## src/rtl/store_pkg.sv

```systemverilog
// Shared store-path definitions: FSM encoding and datapath widths common with
// the load-side zero-extend unit.
package store_pkg;

  localparam int unsigned BYTE_W = 8;
  localparam int unsigned WORD_W = 16;

  typedef enum logic [1:0] {
    IDLE  = 2'd0,
    WR_LO = 2'd1,
    WR_HI = 2'd2
  } state_e;

endpackage

```

## src/rtl/store_byte_serializer.sv

```systemverilog
// Narrows 16-bit register stores onto a byte-wide memory write port; word stores
// go out as two little-endian byte writes, byte stores flag lost upper bits.
module store_byte_serializer
  import store_pkg::*;
#(
  parameter int unsigned ADDR_W = 16
) (
  input  logic              clk,
  input  logic              rst,
  input  logic              req_valid,
  output logic              req_ready,
  input  logic [ADDR_W-1:0] req_addr,
  input  logic [WORD_W-1:0] req_data,
  input  logic              req_word,
  output logic              mem_we,
  output logic [ADDR_W-1:0] mem_addr,
  output logic [BYTE_W-1:0] mem_wdata,
  input  logic              mem_ack,
  output logic              done,
  output logic              trunc_lost
);

  state_e              state_q, state_d;
  logic [ADDR_W-1:0]   addr_q, addr_d;
  logic [WORD_W-1:0]   data_q, data_d;
  logic                word_q, word_d;
  logic                trunc_lost_q, trunc_lost_d;
  logic                done_q, done_d;
  logic                mem_we_q, mem_we_d;
  logic [ADDR_W-1:0]   mem_addr_q, mem_addr_d;
  logic [BYTE_W-1:0]   mem_wdata_q, mem_wdata_d;

  // Next state, request latch, and write-port outputs derived from the next state
  always_comb begin
    state_d      = state_q;
    addr_d       = addr_q;
    data_d       = data_q;
    word_d       = word_q;
    trunc_lost_d = trunc_lost_q;
    done_d       = 1'b0;

    unique case (state_q)
      IDLE: begin
        if (req_valid) begin
          addr_d       = req_addr;
          data_d       = req_data;
          word_d       = req_word;
          trunc_lost_d = !req_word && (req_data[WORD_W-1:BYTE_W] != '0);
          state_d      = WR_LO;
        end
      end
      WR_LO: begin
        if (mem_ack) begin
          if (word_q) begin
            state_d = WR_HI;
          end else begin
            state_d = IDLE;
            done_d  = 1'b1;
          end
        end
      end
      WR_HI: begin
        if (mem_ack) begin
          state_d = IDLE;
          done_d  = 1'b1;
        end
      end
      default: state_d = IDLE;
    endcase

    // Byte select is a 2:1 mux on the state being entered
    mem_we_d    = (state_d != IDLE);
    mem_addr_d  = (state_d == WR_HI) ? addr_d + ADDR_W'(1) : addr_d;
    mem_wdata_d = (state_d == WR_HI) ? data_d[WORD_W-1:BYTE_W] : data_d[BYTE_W-1:0];
  end

  always_ff @(posedge clk) begin
    if (rst) begin
      state_q      <= IDLE;
      addr_q       <= '0;
      data_q       <= '0;
      word_q       <= 1'b0;
      trunc_lost_q <= 1'b0;
      done_q       <= 1'b0;
      mem_we_q     <= 1'b0;
      mem_addr_q   <= '0;
      mem_wdata_q  <= '0;
    end else begin
      state_q      <= state_d;
      addr_q       <= addr_d;
      data_q       <= data_d;
      word_q       <= word_d;
      trunc_lost_q <= trunc_lost_d;
      done_q       <= done_d;
      mem_we_q     <= mem_we_d;
      mem_addr_q   <= mem_addr_d;
      mem_wdata_q  <= mem_wdata_d;
    end
  end

  assign req_ready  = (state_q == IDLE);
  assign mem_we     = mem_we_q;
  assign mem_addr   = mem_addr_q;
  assign mem_wdata  = mem_wdata_q;
  assign done       = done_q;
  assign trunc_lost = trunc_lost_q;

endmodule

```

## config.mk

```make
export PLATFORM = sky130hd
export DESIGN_NAME = store_byte_serializer
export DESIGN_NICKNAME = d
export VERILOG_FILES = /design/src/rtl/store_pkg.sv /design/src/rtl/store_byte_serializer.sv
export SDC_FILE = /design/constraint.sdc
export NUM_CORES = 1
export LEC_CHECK = 0
export ABC_AREA = 0
export ABC_CLOCK_PERIOD_IN_PS = 2800
export CORE_ASPECT_RATIO = 1.4
export CORE_MARGIN = 2
export CORE_UTILIZATION = 50
export DETAILED_ROUTE_END_ITERATION = 12
export PLACE_DENSITY = 0.89
export SETUP_SLACK_MARGIN = 0.4
export SYNTH_ARGS = -nofsm -noshare
export SYNTH_HDL_FRONTEND = slang
export SYNTH_SLANG_ARGS = --single-unit
```

## constraint.sdc

```tcl
create_clock -name clk -period 2.8 [get_ports clk]
set_input_delay 0.56 -clock clk [delete_from_list [all_inputs] [get_ports clk]]
set_output_delay 0.56 -clock clk [all_outputs]
set_load 0.02 [all_outputs]
```

# After elaboration in Yosys (flattened, before gate mapping)
# Cells that the tools add are included.
# word_totals
reg_bits	62
out_inout_bits	28
# op_classes
n_eq_ne	3
n_addsub	1
mux	15
reduce_logical	6
# op_table
cell	n
$mux 16	5
$add 16x1->16 const B	1
$mux 2	4
$mux 8	1
$reduce_bool 8->1	1
$pmux 2 s3	1
$eq 2x2->1 const B	2
$mux 1	3
$eq 2x1->1 const B	1
$logic_not 2->1	1
$pmux 1 s2	1
$reduce_and 2->1	1
$reduce_bool 2->1	1
$logic_and 1x1->1	1
$logic_not 1->1	1

# Longest topological paths before layout
# Gate-level depths: netlist of the first run.
# depth
ltp_word	5
depth_mapped	12

# Least setup slack after synthesis of the first run
# No wires, ideal clock.
# synth_timing
kind	register -> register
startpoint	register state_q[1]
endpoint	register mem_addr_q[14], in the netlist mem_addr[14]
path_buffers	3
path_slack_ps	116
path_stages_with_launch	13
arrival_time_ps	2560
path_cell_list	dfxtp_1 inv_1 ha_1 and2_1 buf_6 buf_6 buf_2 mux2i_1 inv_1 ha_1 nand3_2 a2111oi_4 mux2_1
# synth_via
elab_chain_cells	4
word_cells_on_any_way	11
# synth_lines
item	line	rtl
start, declared	store_byte_serializer.sv:23	state_e state_q, state_d;
start signal, assigned	store_byte_serializer.sv:89	state_q <= state_d;
$logic_not 2->1	-	
named net req_ready	store_byte_serializer.sv:11	output logic req_ready,
$mux 16	store_byte_serializer.sv:42	unique case (state_q)
named net addr_d[1]	store_byte_serializer.sv:24	logic [ADDR_W-1:0] addr_q, addr_d;
$add 16x1->16	store_byte_serializer.sv:73	mem_addr_d = (state_d == WR_HI) ? addr_d + ADDR_W'(1) : addr_d;
$mux 16	store_byte_serializer.sv:73	
end signal, assigned	store_byte_serializer.sv:96	mem_addr_q <= mem_addr_d;
end, declared	store_byte_serializer.sv:30	logic [ADDR_W-1:0] mem_addr_q, mem_addr_d;
# The timed path passes the listed nets, and every way through them passes these cells.
# A chain may end at the register's enable or synchronous reset.

# Worst setup path after layout of the first run
# layout_timing
startpoint	input port req_valid
endpoint	register mem_addr_q[7], in the netlist mem_addr[7]
# layout_via
elab_chain_cells	4
word_cells_on_any_way	7
# layout_lines
item	line	rtl
start, declared	store_byte_serializer.sv:10	input logic req_valid,
$mux 16 / $mux 2 (equally long branches)	store_byte_serializer.sv:44	if (req_valid) begin
$mux 16 / $pmux 2 s3 (equally long branches)	store_byte_serializer.sv:42	
$add 16x1->16 / $eq 2x2->1 (equally long branches)	store_byte_serializer.sv:73	
$mux 16 (*)	store_byte_serializer.sv:73	
# Mark *: on every way between the ends. The rest lies on a longest branch, timed or not.

==> results of run 1 <==
-- timing repair --
item,4_1_cts,5_1_grt
hold buffers,0,0
gates resized for setup,0,2
buffers inserted,0,0
endpoints found under the setup margin,0,4
-- worst max path at each step --
| stage | from | endpoint | slack (ns) | depth (start not counted) |
|---|---|---|---|---|
| 2_1_floorplan | state_q[1] | mem_addr[14] | 0.40 | 12 |
| 3_3_place_gp | req_valid | mem_addr[14] | 0.19 | 7 |
| 3_5_place_dp | req_valid | mem_addr[14] | 0.09 | 7 |
| 4_1_cts | state_q[1] | mem_addr[14] | 0.45 | 8 |
| 5_1_grt | req_valid | mem_addr[7] | 0.41 | 7 |
| 6_report | req_valid | mem_addr[7] | 0.45 | 7 |
-- cells by family after synthesis --
kind of cell	share of synthesized area
simple gates	0.206
flops	0.446
compound gates	0.137
mux	0.119
buf+inv	0.0526
fa+ha+maj	0.0270
xor+xnor	0.0126
-- per-layer routing --
layer	up-vias	share of wire
met1	1118	0.38
met3	22	0.051
met2	83	0.53
li1	1156	-
met4	0	0.038
met5	-	0
-- Yosys cell counts (2+ instances only) --
cell type / count / area [um^2]
a211oi_1: 8 / 60.1
a21oi_1: 17 / 85.1
a31oi_1: 2 / 12.5
and2_1: 5 / 31.3
and3_1: 4 / 25.0
buf_2: 3 / 15.0
buf_6: 5 / 56.3
clkbuf_1: 9 / 33.8
dfxtp_1: 62 / 1240
ha_1: 6 / 75.1
inv_1: 9 / 33.8
mux2_1: 2 / 22.5
mux2_2: 3 / 33.8
mux2i_1: 26 / 260
nand2_1: 40 / 150
nand2b_1: 2 / 12.5
nand3_2: 2 / 20.0
nand4_1: 8 / 50.1
nor2_1: 34 / 128
nor3_1: 4 / 20.0
nor4_1: 2 / 12.5
nor4_2: 3 / 37.5
o2111ai_1: 2 / 17.5
o21ai_0: 5 / 25.0
o21ai_1: 3 / 15.0
o31ai_1: 2 / 15.0
o41ai_1: 2 / 17.5
or2_2: 3 / 18.8
xnor2_1: 3 / 26.3
-- where the power goes --
| part | total (mW) | internal (mW) | switching, mW |
|---|---|---|---|
| Sequential | 0.972 | 0.944 | 0.0288 |
| Combinational | 0.386 | 0.189 | 0.197 |
| Clock | 0.789 | 0.435 | 0.354 |
| Total | 2.15 | 1.57 | 0.580 |
-- state kept, by name, summed over array words and instances, names as in the netlist --
name	flops
trunc_lost	1
mem_addr	16
addr_q	16
word_q	1
data_q	16
done	1
state_q	2
mem_we	1
mem_wdata	8
-- area by class of cell --
class	instances	area share
clock buffers	11	0.0379
clock inverters	5	0.0158
inverters	9	0.00906
multi-input cells	204	0.381
flip-flops and latches	62	0.334
well taps	68	0.0228
repair buffers	76	0.199
-- metrics by stage --
stage                     cell area [um^2]  power [mW]  hold slack, ns  setup slack (ns)
after global placement                3530        1.36           0.442             0.190
final                                 3730        2.15           0.458             0.446
after detailed placement              3530        1.38           0.451            0.0870
after global routing                  3730        2.24           0.482             0.407
after CTS                             3730        2.16           0.460             0.446
after floorplan                       2810        1.21           0.436             0.401
-- worst max-delay path: stages --
cell,delay (ns)
clkdlybuf4s50_1,0.44
buf_4,0.19
nand2b_4,0.15
a211oi_4,0.35
o21ai_4,0.15
buf_4,0.24
o41ai_1,0.49
==> out/metrics.yaml, run 1 <==
grt_setup_unrepaired: "no"
final.period_utilization: 0.841
ctsRootBufferMaster: "clkbuf_8"
holdCritStartpoint: "data_q[12]"
skew_ns: 0.00571
placedCellCount: 419
rows: 32
grt_start_max_net_pins: 49
area_growth_pct: 33.9
dr.pass1.iters: 4
cap_violations: 0
p_leak_nw: 1.46
gp_congestion: 0.895
synthDistinctLibCells: 46
syn-num-nets: 336
track_usage: 0.233
finalSetupTns_ns: 0
busiest_layer: "met2"
synth_flop_cell: "dfxtp_1"
final-seq-area_um2: 1240
fin_crit_ns: 2.35
drc: 0
met1_usage: 0.243
reg2reg_to: "mem_addr[14]"
start_util: 0.511
num_vias: 2379
synth_area_um2: 2780
ys_seq_area_frac: 0.446
wl_um: 6590
maxSlewViolCount: 0
dp_hpwl_um: 4930
grt_use_met2: 0.403
grt_pass1_wl_um: 10700
drive_gt1_frac: 0.153
drtIter0Drc: 175
layout_commonest_cell: "clkdlybuf4s50_1"
port_buffers: 64
vdd_drop_max_mv: 0.494
die_h_um: 92.3
clk_latency_ns: 0.34
dieArea_um2: 6190
clk_pin_slew_ns: 0.07
max_freq_mhz: 425
synthArstFlopShare: 0
status: "finished clean"
core_area_um2: 5450
worst_setup_path_start_kind: "primary input"
io_pins: 65
hold_viol: 0
fin_util: 0.685
grt_pass1_vias: 2366
nFillCells: 447
tightestPinTransition_ns: 0.473
met3_usage: 0.0741
drtAntennaViolNets: 0
synth_edf_count: 0
worstRegToRegCells: 8
routedWlPerCell_um: 15.2
max_slew_margin: 0.676
viasPerCell: 5.47
cts_tree: "built"
clock_tree.buffer_depth: 2
antenna_found_initial: 0
regToRegSetupSlack_ns: 0.51
hold_depth: 2
endpoint_kind: "flip-flop"
finalNetCount: 405
fin_cells: 435
required_ns: 3.01
syn_inst: 293
min-delay-path-class: "reg -> reg"
criticalPathCategory: "in -> reg"
cp_data_arrival_time_ns: 2.56
crit_fanout: 20
grt_overflow: 0
timing.rr.start: "state_q[1]"
yosys_warnings: 0
multi_input_area_um2: 1420
cts_sinks: 62
ys_seq_elements: 62
die_w_um: 67.1
h-tree-depth: 3
setup_viol: 0
mostFrequentLayoutCells: "clkdlybuf4s50_1 (64), dfxtp_1 (60), nand2_1 (40)"
hold_end: "data_q[12]"
cts_made_buffers: 9
powerDensity_nw_per_um2: 576
syn_avg_cell_area_um2: 9.50
antennaDiodeCount: 0
Power figures use the tool's default switching activity.
==> inputs of run 2 (changes only) <==
Settings changed: ABC_CLOCK_PERIOD_IN_PS 2800 to 2300.
Clock period 2.8 ns to 2.3 ns, I/O delays scaled along.
==> out/metrics.yaml, run 2 (synthesis results as in run 1) <==
wl_um: 9010
rows: 32
h-tree-depth: 3
cts_sinks: 62
antenna_found_initial: 0
grt_overflow: 0
powerDensity_nw_per_um2: 680
required_ns: 2.54
finalPower_mw: 2.96
drive_gt1_frac: 0.291
max_slew_margin: 0.585
finalNetCount: 437
min-delay-path-class: "reg -> reg"
swShare: 0.264
skew_ns: 0.00646
timing.rr.start: "state_q[0]"
regToRegSetupSlack_ns: 0.14
core_area_um2: 5450
area_growth_pct: 56.1
stdcell_area_um2: 4350
place_ws_ns: -0.194
fin_cells: 467
clk_latency_ns: 0.35
grt_start_max_net_pins: 28
criticalPathCategory: "reg -> reg"
crit_fanout: 6
dp_hpwl_um: 4850
hold_end: "data_q[1]"
grt_pass1_wl_um: 13500
placed_cell_area_um2: 3650
layout_commonest_cell: "clkdlybuf4s50_1"
hold_viol: 0
setup_viol: 0
start_util: 0.511
drtAntennaViolNets: 0
io_pins: 65
hold_depth: 2
vdd_drop_max_mv: 0.507
clockPowerShare: 0.400
status: "finished clean"
antennaDiodeCount: 0
reg2reg_to: "mem_addr[14]"
seqPwrFrac: 0.401
cp_data_arrival_time_ns: 2.40
holdCritStartpoint: "data_q[1]"
die_w_um: 67.1
routedWlPerCell_um: 19.3
combPwrFrac: 0.199
grt_setup_unrepaired: "yes"
die_h_um: 92.3
fin_crit_ns: 2.16
final.period_utilization: 0.939
grt_pass1_vias: 2854
num_vias: 2737
clk_pin_slew_ns: 0.07
worstRegToRegCells: 8
drc: 0
port_buffers: 64
clock_tree.buffer_depth: 2
cts_tree: "built"
gp_congestion: 0.853
placedCellCount: 432
viasPerCell: 5.86
worst_slack_ns: 0.140
p_int_mw: 2.18
tightestPinTransition_ns: 0.610
dieArea_um2: 6190
cap_violations: 0
track_usage: 0.296
mostFrequentLayoutCells: "clkdlybuf4s50_1 (61), dfxtp_1 (60), nand2_1 (40)"
cts_made_buffers: 9
ctsRootBufferMaster: "clkbuf_8"
drtIter0Drc: 198
power.net_switching_mw: 0.780
dr.pass1.iters: 5
maxSlewViolCount: 0
p_leak_nw: 1.78
max_freq_mhz: 463
endpoint_kind: "flip-flop"
worst_setup_path_start_kind: "flip-flop"
==> run 2: worst max-delay path by stage <==
stage / from / to / slack (ns) / depth (start not counted)
CTS: state_q[0] / mem_addr[14] / 0.28 / 9
finish: state_q[0] / mem_addr[14] / 0.14 / 8
detailed placement: req_valid / mem_addr[13] / -0.19 / 7
global route: state_q[0] / mem_addr[14] / 0.10 / 8
floorplan: state_q[1] / mem_addr[14] / 0.03 / 12
global placement: req_valid / mem_addr[14] / -0.10 / 7
==> run 2: area by class of cell <==
class,instances,area (um^2)
Clock buffer,10,138
Clock inverter,6,109
Fill cell,312,1100
Inverter,9,41.3
Multi-Input combinational cell,205,1690
Sequential cell,62,1250
Tap cell,68,85.1
Timing Repair Buffer,107,1040
==> run 2: power by group through the flow <==
stage	clock network, mW	logic [mW]	registers [mW]
6_report	1.18	0.587	1.19
5_1_grt	1.22	0.622	1.19
4_1_cts	1.18	0.538	1.18
3_5_place_dp	0	0.487	1.21
3_3_place_gp	0	0.473	1.20
2_1_floorplan	0	0.242	1.24
==> run 2: routing by layer <==
metal  global-route usage  vias to the layer above  routed length (um)
li1                     -                     1224                   -
met1                0.284                     1295                3030
met2                0.512                      161                4680
met3               0.0668                       57                 610
met4                0.248                        0                 687
met5                    0                        -                   0
==> run 2: timing repair <==
item / CTS / global route
hold buffers: 0 / 0
pin swaps: 16 / 9
buffers inserted: 15 / 2
gates resized for setup: 41 / 21
gates cloned: 2 / 0
endpoints found under the setup margin: 24 / 26
==> run 2: stage by stage <==
step	util	hold slack, ns	TNS, ns
3_5_place_dp	0.670	0.446	-1.78
6_report	0.798	0.456	0
2_1_floorplan	-	0.436	0
4_1_cts	0.776	0.455	0
5_1_grt	0.798	0.483	0
3_3_place_gp	0.670	0.442	-0.682
==> run 2: worst max-delay path: stages (launching register included) <==
cell and delay [ns]:
dfxtp_4 0.36, inv_4 0.08, ha_4 0.18, and2_4 0.24, mux2_4 0.22, ha_4 0.16
nand3_4 0.14, a2111oi_4 0.31, mux2_4 0.33
